**src/rtl/onewire_master_if.sv**
```systemverilog
// Host command/result handshake and open-drain pin signals of one 1-wire bus.
interface onewire_master_if;
   logic       cmdValid;
   logic       cmdReady;
   logic [1:0] cmdOp;
   logic [8:0] cmdData;
   logic       resultValid;
   logic [7:0] resultData;
   logic       presence;
   logic       busIn;
   logic       busPullLow;

   modport master (
      input  cmdValid, cmdOp, cmdData, busIn,
      output cmdReady, resultValid, resultData, presence, busPullLow
   );

   modport slave (
      output cmdValid, cmdOp, cmdData, busIn,
      input  cmdReady, resultValid, resultData, presence, busPullLow
   );
endinterface

```
**src/rtl/onewire_master.sv**
```systemverilog
// 1-wire bus master: reset/presence, write-slot and read-slot timing, byte ops LSB first.
// Every state is timed in whole microseconds from its own entry.
module onewire_master #(
   parameter int unsigned CYCLES_PER_US = 29,
   parameter int unsigned T_RST_LOW     = 480,
   parameter int unsigned T_RST_SAMPLE  = 70,
   parameter int unsigned T_RST_TAIL    = 410,
   parameter int unsigned T_LOW_1       = 6,
   parameter int unsigned T_LOW_0       = 60,
   parameter int unsigned T_SAMPLE      = 15,
   parameter int unsigned T_SLOT        = 70
) (
   input logic              clock29M,
   input logic              nReset,
   onewire_master_if.master ow
);

   localparam int unsigned PW = (CYCLES_PER_US > 1) ? $clog2(CYCLES_PER_US) : 1;

   localparam logic [1:0] OP_RESET = 2'd0;
   localparam logic [1:0] OP_RBIT  = 2'd2;
   localparam logic [1:0] OP_BYTE  = 2'd3;

   localparam logic [2:0] S_IDLE      = 3'd0;
   localparam logic [2:0] S_RST_LOW   = 3'd1;
   localparam logic [2:0] S_RST_WAIT  = 3'd2;
   localparam logic [2:0] S_RST_TAIL  = 3'd3;
   localparam logic [2:0] S_SLOT_LOW  = 3'd4;
   localparam logic [2:0] S_SLOT_HIGH = 3'd5;
   localparam logic [2:0] S_NEXT      = 3'd6;
   localparam logic [2:0] S_DONE      = 3'd7;

   logic [2:0]    state, nxt;
   logic [PW-1:0] presc;
   logic [9:0]    us_cnt, dur;
   logic [1:0]    op;
   logic [7:0]    data;
   logic          rd;
   logic [2:0]    bit_idx;
   logic [7:0]    shift;
   logic          pull, res_vld, pres;
   logic [7:0]    res_data;
   logic          accept, us_tick, last, slot_bit, sample, cmd_rd;

   assign ow.cmdReady    = (state == S_IDLE);
   assign ow.busPullLow  = pull;
   assign ow.resultValid = res_vld;
   assign ow.resultData  = res_data;
   assign ow.presence    = pres;

   assign accept   = ow.cmdValid && (state == S_IDLE);
   assign cmd_rd   = (ow.cmdOp == OP_RBIT) || ((ow.cmdOp == OP_BYTE) && ow.cmdData[8]);
   assign us_tick  = (presc == PW'(CYCLES_PER_US - 1));
   assign last     = us_tick && (us_cnt == dur - 10'd1);
   // Reads use the short write-1 slot; the slave decides the level.
   assign slot_bit = rd | data[bit_idx];
   assign sample   = rd && (state == S_SLOT_HIGH) && (presc == '0) &&
                     (us_cnt == 10'(T_SAMPLE - T_LOW_1));

   always_comb begin
      dur = 10'd1;
      case (state)
         S_RST_LOW:   dur = 10'(T_RST_LOW);
         S_RST_WAIT:  dur = 10'(T_RST_SAMPLE);
         S_RST_TAIL:  dur = 10'(T_RST_TAIL);
         S_SLOT_LOW:  dur = slot_bit ? 10'(T_LOW_1) : 10'(T_LOW_0);
         S_SLOT_HIGH: dur = slot_bit ? 10'(T_SLOT - T_LOW_1) : 10'(T_SLOT - T_LOW_0);
         default:     dur = 10'd1;
      endcase
   end

   always_comb begin
      nxt = state;
      case (state)
         S_IDLE:      if (accept) nxt = (ow.cmdOp == OP_RESET) ? S_RST_LOW : S_SLOT_LOW;
         S_RST_LOW:   if (last) nxt = S_RST_WAIT;
         S_RST_WAIT:  if (last) nxt = S_RST_TAIL;
         S_RST_TAIL:  if (last) nxt = S_DONE;
         S_SLOT_LOW:  if (last) nxt = S_SLOT_HIGH;
         S_SLOT_HIGH: if (last) nxt = S_NEXT;
         S_NEXT:      nxt = ((op == OP_BYTE) && (bit_idx < 3'd7)) ? S_SLOT_LOW : S_DONE;
         S_DONE:      nxt = S_IDLE;
         default:     nxt = S_IDLE;
      endcase
   end

   always_ff @(posedge clock29M) begin
      if (!nReset) begin
         state    <= S_IDLE;
         presc    <= '0;
         us_cnt   <= '0;
         op       <= OP_RESET;
         data     <= '0;
         rd       <= 1'b0;
         bit_idx  <= '0;
         shift    <= '0;
         pull     <= 1'b0;
         res_vld  <= 1'b0;
         res_data <= '0;
         pres     <= 1'b0;
      end else begin
         state <= nxt;
         // Timebase restarts on every state change so each state is N whole us.
         if ((nxt != state) || (state == S_IDLE)) begin
            presc  <= '0;
            us_cnt <= '0;
         end else if (us_tick) begin
            presc  <= '0;
            us_cnt <= us_cnt + 10'd1;
         end else begin
            presc  <= presc + 1'b1;
         end

         pull    <= (state == S_RST_LOW) || (state == S_SLOT_LOW);
         res_vld <= (state == S_DONE);

         if (accept) begin
            op      <= ow.cmdOp;
            rd      <= cmd_rd;
            data    <= cmd_rd ? 8'hFF : ow.cmdData[7:0];
            bit_idx <= '0;
            shift   <= '0;
         end

         if ((state == S_RST_WAIT) && last) pres <= ~ow.busIn;

         if (sample) shift <= (op == OP_BYTE) ? {ow.busIn, shift[7:1]} : {7'd0, ow.busIn};

         if ((state == S_NEXT) && (bit_idx != 3'd7)) bit_idx <= bit_idx + 3'd1;

         if (state == S_DONE) res_data <= rd ? shift : 8'h00;
      end
   end

endmodule

```
**src/flat_wrapper.sv**
```systemverilog
// flat-port wrapper written by rule: the top's interface ports become plain ports
module onewire_master_flat 
#(
   parameter int unsigned CYCLES_PER_US = 29,
   parameter int unsigned T_RST_LOW     = 480,
   parameter int unsigned T_RST_SAMPLE  = 70,
   parameter int unsigned T_RST_TAIL    = 410,
   parameter int unsigned T_LOW_1       = 6,
   parameter int unsigned T_LOW_0       = 60,
   parameter int unsigned T_SAMPLE      = 15,
   parameter int unsigned T_SLOT        = 70
)
  (clock29M, nReset, ow_cmdValid, ow_cmdOp, ow_cmdData, ow_busIn, ow_cmdReady, ow_resultValid, ow_resultData, ow_presence, ow_busPullLow);
  onewire_master_if ow_i ();
  input logic clock29M;
  input logic nReset;
  input wire logic [$bits(ow_i.cmdValid)-1:0] ow_cmdValid;
  input wire logic [$bits(ow_i.cmdOp)-1:0] ow_cmdOp;
  input wire logic [$bits(ow_i.cmdData)-1:0] ow_cmdData;
  input wire logic [$bits(ow_i.busIn)-1:0] ow_busIn;
  output wire logic [$bits(ow_i.cmdReady)-1:0] ow_cmdReady;
  output wire logic [$bits(ow_i.resultValid)-1:0] ow_resultValid;
  output wire logic [$bits(ow_i.resultData)-1:0] ow_resultData;
  output wire logic [$bits(ow_i.presence)-1:0] ow_presence;
  output wire logic [$bits(ow_i.busPullLow)-1:0] ow_busPullLow;
  assign ow_i.cmdValid = ow_cmdValid;
  assign ow_i.cmdOp = ow_cmdOp;
  assign ow_i.cmdData = ow_cmdData;
  assign ow_i.busIn = ow_busIn;
  assign ow_cmdReady = ow_i.cmdReady;
  assign ow_resultValid = ow_i.resultValid;
  assign ow_resultData = ow_i.resultData;
  assign ow_presence = ow_i.presence;
  assign ow_busPullLow = ow_i.busPullLow;
  onewire_master #(.CYCLES_PER_US(CYCLES_PER_US), .T_RST_LOW(T_RST_LOW), .T_RST_SAMPLE(T_RST_SAMPLE), .T_RST_TAIL(T_RST_TAIL), .T_LOW_1(T_LOW_1), .T_LOW_0(T_LOW_0), .T_SAMPLE(T_SAMPLE), .T_SLOT(T_SLOT)) u_core (.clock29M(clock29M), .nReset(nReset), .ow(ow_i));
endmodule
```
**config.mk**
```make
export PLATFORM = sky130hd
export DESIGN_NAME = onewire_master_flat
export DESIGN_NICKNAME = d
export VERILOG_FILES = /design/src/rtl/onewire_master_if.sv /design/src/rtl/onewire_master.sv /design/src/flat_wrapper.sv
export SDC_FILE = /design/constraint.sdc
export NUM_CORES = 1
export LEC_CHECK = 0
export BUFFER_PORTS_ARGS = -buffer_cell sky130_fd_sc_hd__buf_2
export CAP_MARGIN = 25
export CORE_ASPECT_RATIO = 1.2
export CORE_UTILIZATION = 40
export DETAILED_ROUTE_END_ITERATION = 7
export HOLD_SLACK_MARGIN = 0.12
export PLACE_DENSITY_LB_ADDON = 0.15
export SYNTH_ARGS = -nofsm -noshare
export SYNTH_HDL_FRONTEND = slang
export SYNTH_SLANG_ARGS = --single-unit
export TNS_END_PERCENT = 20
```
**constraint.sdc**
```tcl
create_clock -name clock29M -period 6.1 [get_ports clock29M]
set_input_delay 0.61 -clock clock29M [delete_from_list [all_inputs] [get_ports clock29M]]
set_output_delay 0.61 -clock clock29M [all_outputs]
set_load 0.005 [all_outputs]
```
==> flow_summary.yaml, run 1 <==
timing:
  fmax_mhz: 368
  layout_min_cycle_time_ns: 2.72
  fin_crit_sh_pct: 44.6
  finClkSkew_ns: 0.00722
  slew_viol_final: 0
  setup_viol: 0
  fin_setup_tns_ns: 0
  hold_violations: 0
  relSlewSlack_pct: 48.3
  grt_setup_unrepaired: "false"
  worst_pin_slew_ns: 0.774
  setup_ws_ns: 3.38
synth:
  synth_area_sq_um: 2700
  async_reset_ff_share_pct: 0
  syn_area_per_cell_sq_um: 8.17
  ys_ff_latch: 51
  synth_edf_count: 0
  synth_top_cell_area_share_pct: 37.8
  synth_top_cell_by_area: "dfxtp_1"
  synth_common_cells: "51 x dfxtp_1, 37 x nand2_1, 33 x nor2_1, 22 x a21oi_1, 17 x nand3_1"
  synth_cell_types: 56
  synth_top_cells_by_area: "dfxtp_1 38%, nand2_1 5.1%, nor2_1 4.6%, a21oi_1 4.1%, o221a_2 3.3%"
  yosysSeqAreaShare_pct: 37.8
  synth_warnings: 0
  synth_cells: 331
  synthesis.nets: 352
  synth_ff_type: "dfxtp_1"
  synth_most_common_cell: "dfxtp_1"
die:
  core-area_sq_um: 6490
  start_util_pct: 41.7
  die_width_um: 77.1
  die_h_um: 92.1
  num_rows: 32
  ioPinCount: 27
  dieArea_sq_um: 7090
layout:
  fin_nets: 364
  multi_input_area_sq_um: 1550
  fin_cells: 429
  final.fill_count: 677
  area_growth_pct: 8.56
  drive_gt1_share_pct: 14.2
  n_antenna_cell: 0
  seq_area_sq_um: 1020
clocking:
  clkTransAtPathRegs_ns: 0.11
  post_cts.repair.setup_buffers: 0
  ctsHoldBuffers: 0
  post_cts_resized: 0
  clk_latency_ns: 0.31
  clockRootBuffer: "clkbuf_8"
  clock_sinks: 51
  ctsHtreeMaxLevel: 2
  cts_buffer_depth: 2
  cts_buffers: 5
  cts_tree: "built"
power:
  comb_power_share_pct: 10.4
  ir_drop_uv: 141
  power_frac_clock_pct: 33.8
  p_int_uw: 458
  p_leak_nw: 1.06
  power_density_nw_per_um2: 216
  sequentialPowerShare_pct: 55.8
  p_sw_share_pct: 27.8
  power.total_uw: 635
  p_switching_uw: 176
critical_path:
  crit_type: "register to register"
  worstSetupStartpointType: "register"
  cp.required_ns: 6.34
  r2r_slack_ns: 3.38
  endpoint_kind: "register"
  cp.arrival_ns: 2.96
  worst-path-max-fanout: 24
detailed_routing:
  wl_um: 6120
  post_drt_wl_per_cell_um: 14.3
  vias_per_cell: 5.52
  detail-route-antenna-nets: 0
  first_pass_iters: 7
  drc: 0
  routed-via-count: 2367
  drtIter0Drc: 216
place:
  hpwl_um: 4480
  gp_congestion: 0.842
  dp.cells: 421
  pre_cts_ws_ns: 3.38
  port_buffers: 26
grt:
  grt_pass1_vias: 2314
  antenna_found_initial: 0
  grt.total_usage_pct: 19.0
  grt_overflow_total: 0
  grt_max_degree: 28
  grt_pass1_wl_um: 10800
outcome:
  status: "finished, final reports clean"
job:
  cap_violations: 0
hold_path:
  hold_path.class: "register to register"
## metal layers
metal	global-route usage, %	share of wire (%)	vias up
li1	-	-	1206
met1	24.8	47	1100
met2	30.3	47	47
met3	2.79	3.1	14
met4	9.43	2.1	0
met5	0	0	-
## final timing paths
kind / start / to / cells after the start
hold / removal: u_core.ow.resultData[7] / u_core.ow.resultData[7] / 2
setup reg to reg: u_core.state[0] / u_core.shift[7] / 6
setup / recovery: u_core.state[0] / u_core.shift[7] / 6
hold reg to reg: u_core.ow.resultData[7] / u_core.ow.resultData[7] / 2
## critical path, stage by stage (launching register included)
cell	delay [ns]
dfxtp_1	0.84
nand2b_1	0.24
or4_1	0.51
nor3_1	0.34
nor2b_1	0.47
a22oi_1	0.13
nor2_1	0.11
## placed cells by master (no fill, tap or decap), types with 3 or more instances in the layout
| cell | synthesis | final |
|---|---|---|
| and4_1 | 3 | 3 |
| or3_1 | 3 | 3 |
| and3_1 | 3 | 3 |
| a21o_1 | 3 | 3 |
| nand4_1 | 4 | 4 |
| o21ai_0 | 8 | 8 |
| nand3_1 | 17 | 17 |
| xnor2_1 | 5 | 5 |
| a31o_2 | 3 | 3 |
| nand2b_1 | 13 | 13 |
| nor2b_1 | 6 | 6 |
| a21oi_1 | 22 | 22 |
| xor2_1 | 8 | 8 |
| o221a_2 | 8 | 8 |
| clkbuf_8 | 0 | 5 |
| ha_1 | 6 | 6 |
| nor2_1 | 33 | 33 |
| inv_1 | 7 | 7 |
| nor3_1 | 14 | 14 |
| nand2_1 | 37 | 37 |
| a22oi_1 | 7 | 7 |
| dfxtp_1 | 51 | 51 |
| mux2i_1 | 5 | 5 |
| and2_1 | 7 | 7 |
| buf_2 | 5 | 26 |
## metrics by stage
stage | util, % | hold slack [ns] | area, sq um
detailed placement | 43.7 | 0.446 | 2830
finish | 45.3 | 0.458 | 2940
floorplan | - | 0.436 | 2700
global route | 45.3 | 0.482 | 2940
CTS | 45.3 | 0.462 | 2940
global placement | 43.7 | 0.439 | 2830
## flip-flops by register name, indices dropped and copies added (netlist names)
name and flops:
u_core.ow.resultValid 1, u_core.presc 5, u_core.data 8, u_core.shift 8, u_core.state 3, u_core.ow.presence 1
u_core.op 2, u_core.rd 1, u_core.bit_idx 3, u_core.ow.resultData 8, u_core.ow.busPullLow 1, u_core.us_cnt 10
## cells by family after synthesis
family / share of synthesized area [%]
AND/OR/NAND/NOR: 27.6
AO/OA/AOI/OAI: 20.3
flip-flops: 37.8
buffers and inverters: 5.09
XOR/XNOR: 4.21
multiplexers: 2.27
adder cells (fa/ha/maj): 2.78
## area by class of cell
| cell class | count | area share, % |
|---|---|---|
| inverters | 8 | 1.02 |
| well taps | 85 | 3.62 |
| repair buffers | 26 | 4.43 |
| clock inverters | 3 | 1.15 |
| clock buffers | 5 | 2.34 |
| flip-flops and latches | 51 | 34.8 |
| multi-input cells | 251 | 52.6 |
## power by group through the flow
stage	sequential [mW]	clock, mW	combinational [mW]
3_3_place_gp	0.362	0	0.0667
2_1_floorplan	0.354	0	0.0565
3_5_place_dp	0.362	0	0.0662
4_1_cts	0.354	0.224	0.0664
6_report	0.354	0.215	0.0661
5_1_grt	0.357	0.238	0.0756
(Power assumes the default switching activity.)
==> run 2: changes to the inputs <==
--- a/config.mk
+++ b/config.mk
@@ -5,6 +5,7 @@
 export SDC_FILE = /design/constraint.sdc
 export NUM_CORES = 1
 export LEC_CHECK = 0
+export ABC_AREA = 1
 export BUFFER_PORTS_ARGS = -buffer_cell sky130_fd_sc_hd__buf_2
 export CAP_MARGIN = 25
 export CORE_ASPECT_RATIO = 1.2
==> constraint.sdc (replaced) <==
create_clock -name clock29M -period 2.65 [get_ports clock29M]
set_input_delay 0.265 -clock clock29M [delete_from_list [all_inputs] [get_ports clock29M]]
set_output_delay 0.265 -clock clock29M [all_outputs]
set_load 0.005 [all_outputs]
==> flow_summary.yaml, run 2 <==
timing:
  setup_ws_ns: 0.354
  finClkSkew_ns: 0.00403
  setup_viol: 0
  fmax_mhz: 436
  slew_viol_final: 0
  layout_min_cycle_time_ns: 2.30
  fin_crit_sh_pct: 86.6
  hold_violations: 0
  fin_setup_tns_ns: 0
  relSlewSlack_pct: 66.7
  worst_pin_slew_ns: 0.498
  grt_setup_unrepaired: "false"
layout:
  n_antenna_cell: 0
  layout_commonest_cell: "nand2_1"
  largest_reg_flops: 10
  area_growth_pct: 15.0
  fin_nets: 413
  final.fill_count: 624
  final_cell_mix: "84 x nand2_1, 50 x dfxtp_1, 46 x inv_1"
  multi_input_area_sq_um: 1290
  seq_area_sq_um: 1020
  drive_gt1_share_pct: 15.0
  regMostFlops: "u_core.us_cnt"
detailed_routing:
  drtIter0Drc: 108
  vias_per_cell: 4.91
  routed-via-count: 2334
  detail-route-antenna-nets: 0
  first_pass_iters: 4
  post_drt_wl_per_cell_um: 11.7
  drc: 0
  wl_um: 5550
power:
  ir_drop_uv: 215
  p_leak_nw: 1.20
  power_density_nw_per_um2: 602
  comb_power_share_pct: 16.0
  p_switching_uw: 483
  p_sw_share_pct: 27.6
  p_int_mw: 1.27
  power_frac_clock_pct: 36.6
  sequentialPowerShare_pct: 47.4
critical_path:
  cp.required_ns: 2.90
  crit_type: "register to register"
  cp.arrival_ns: 2.54
  endpoint_kind: "register"
  worstSetupStartpointType: "register"
  worst-path-max-fanout: 7
clocking:
  cts_buffers: 5
  clk_latency_ns: 0.30
  cts_tree: "built"
  clkTransAtPathRegs_ns: 0.09
  clockRootBuffer: "clkbuf_8"
  ctsHtreeMaxLevel: 2
  cts_buffer_depth: 2
  clock_sinks: 51
job:
  cap_violations: 0
synth:
  synth_compound_area_share_pct: 12.5
  synth_warnings: 0
  synth_top_cells_by_area: "dfxtp_1 40%, nand2_1 12%, a21oi_1 6.9%, inv_1 6.8%, nand3_1 6.3%"
  synth_top_cell_area_share_pct: 40.5
  synth_common_cells: "84 x nand2_1, 51 x dfxtp_1, 46 x inv_1, 35 x a21oi_1, 33 x nor2_1"
  synth_mux_area_share_pct: 0
  ys_ff_latch: 51
  async_reset_ff_share_pct: 0
  synth_edf_count: 0
  syn_area_per_cell_sq_um: 6.99
  synth_cell_types: 30
  synth_most_common_cell: "nand2_1"
  synth_top_cell_by_area: "dfxtp_1"
  synthesis.nets: 382
  synth_area_sq_um: 2520
  synth_cells: 361
  yosys.area_share.adder_pct: 2.97
  synth_ff_type: "dfxtp_1"
  yosysSeqAreaShare_pct: 40.5
  synthSimpleGateAreaFrac_pct: 32.9
  synth_top_family_by_area: "simple AND/OR/NAND/NOR gates"
  synth_xor_area_share_pct: 2.78
die:
  die_width_um: 74.5
  die_h_um: 89.0
  ioPinCount: 27
  start_util_pct: 41.7
  num_rows: 31
  dieArea_sq_um: 6630
  core-area_sq_um: 6050
grt:
  grt_max_degree: 23
  grt_pass1_vias: 1985
  grt_pass1_wl_um: 9360
  grt.total_usage_pct: 18.3
  grt_overflow_total: 0
  antenna_found_initial: 0
place:
  hpwl_um: 4210
  port_buffers: 26
  pre_cts_ws_ns: 0.237
  gp_congestion: 0.922
hold_path:
  hold_path.class: "input pin to register"
outcome:
  status: "finished, final reports clean"
## run 2: cell types whose count changed in the layout (fill, tap and decap cells not counted), moves of 5 or more
cell / previous run / this run
nand2_1: 37 / 84
inv_1: 7 / 46
nand3_1: 17 / 32
a21oi_1: 22 / 35
nand2b_1: 13 / 0
nand4_1: 4 / 13
nor3_1: 14 / 5
o221a_2: 8 / 0
a22oi_1: 7 / 0
and2_1: 7 / 0
nor2b_1: 6 / 0
mux2i_1: 5 / 0
nor2_2: 0 / 5
## run 2: final timing paths
| kind | startpoint | to | slack [ns] | cells past startpoint |
|---|---|---|---|---|
| hold / removal | ow_cmdData[7] | u_core.data[7] | 0.18 | 3 |
| setup reg to reg | u_core.bit_idx[0] | u_core.presc[2] | 0.35 | 16 |
| setup / recovery | u_core.bit_idx[0] | u_core.presc[2] | 0.35 | 16 |
| hold reg to reg | u_core.ow.resultData[0] | u_core.ow.resultData[0] | 0.46 | 2 |
## run 2: what timing repair did
action | 4_1_cts | 5_1_grt
hold buffers | 0 | 0
resized for setup | 0 | 2
setup buffers | 0 | 0
setup endpoints to repair | 0 | 15
## run 2: metal layers
layer / vias to the layer above / share of wire (%) / GRT usage [%]
li1: 1243 / - / -
met1: 1037 / 49 / 25.6
met2: 43 / 45 / 28.3
met3: 11 / 4.0 / 3.61
met4: 0 / 1.7 / 5.32
met5: - / 0 / 0
## run 2: cell families (layout without fill, tap and decap cells)
family | after synthesis | after routing
XOR/XNOR | 8 | 8
AND/OR/NAND/NOR | 183 | 183
AO/OA/AOI/OAI | 57 | 57
flip-flops | 51 | 51
adder cells (fa/ha/maj) | 6 | 6
buffers and inverters | 56 | 88
## run 2: final cells by class
| cell class | instances | share of cell area (%) |
|---|---|---|
| Clock inverter | 3 | 2.33 |
| Sequential cell | 51 | 35.2 |
| Tap cell | 82 | 3.53 |
| Inverter | 50 | 6.47 |
| Timing Repair Buffer | 30 | 5.52 |
| Clock buffer | 5 | 2.37 |
| Multi-Input combinational cell | 254 | 44.6 |
## run 2: worst max-delay path: stages, from the launching register on
cell,delay [ns]
dfxtp_2,0.39
inv_1,0.13
nand2_1,0.09
nand3_1,0.07
nand3_1,0.14
nand3_1,0.18
nand2_1,0.09
nand2_1,0.06
nand2_1,0.06
nand2_1,0.04
nor2_1,0.22
nand3_2,0.13
a21oi_1,0.17
nand3_2,0.10
nand2_2,0.10
nand3_2,0.14
nor2_1,0.12
## run 2: metrics by stage
step	power, mW	cells	hold slack, ns	utilization [%]	area, sq um
3_3_place_gp	1.13	467	0.448	45.7	2760
4_1_cts	1.77	475	0.173	47.9	2900
2_1_floorplan	1.04	361	0.397	-	2520
6_report	1.75	475	0.182	48.0	2900
3_5_place_dp	1.13	467	0.450	45.7	2760
5_1_grt	1.85	475	0.167	48.0	2900
## run 2: power by group through the flow
stage	registers (mW)	logic [mW]	clock network [mW]
3_5_place_dp	0.846	0.280	0
2_1_floorplan	0.835	0.210	0
4_1_cts	0.829	0.281	0.656
5_1_grt	0.835	0.316	0.699
6_report	0.829	0.279	0.641
3_3_place_gp	0.846	0.281	0
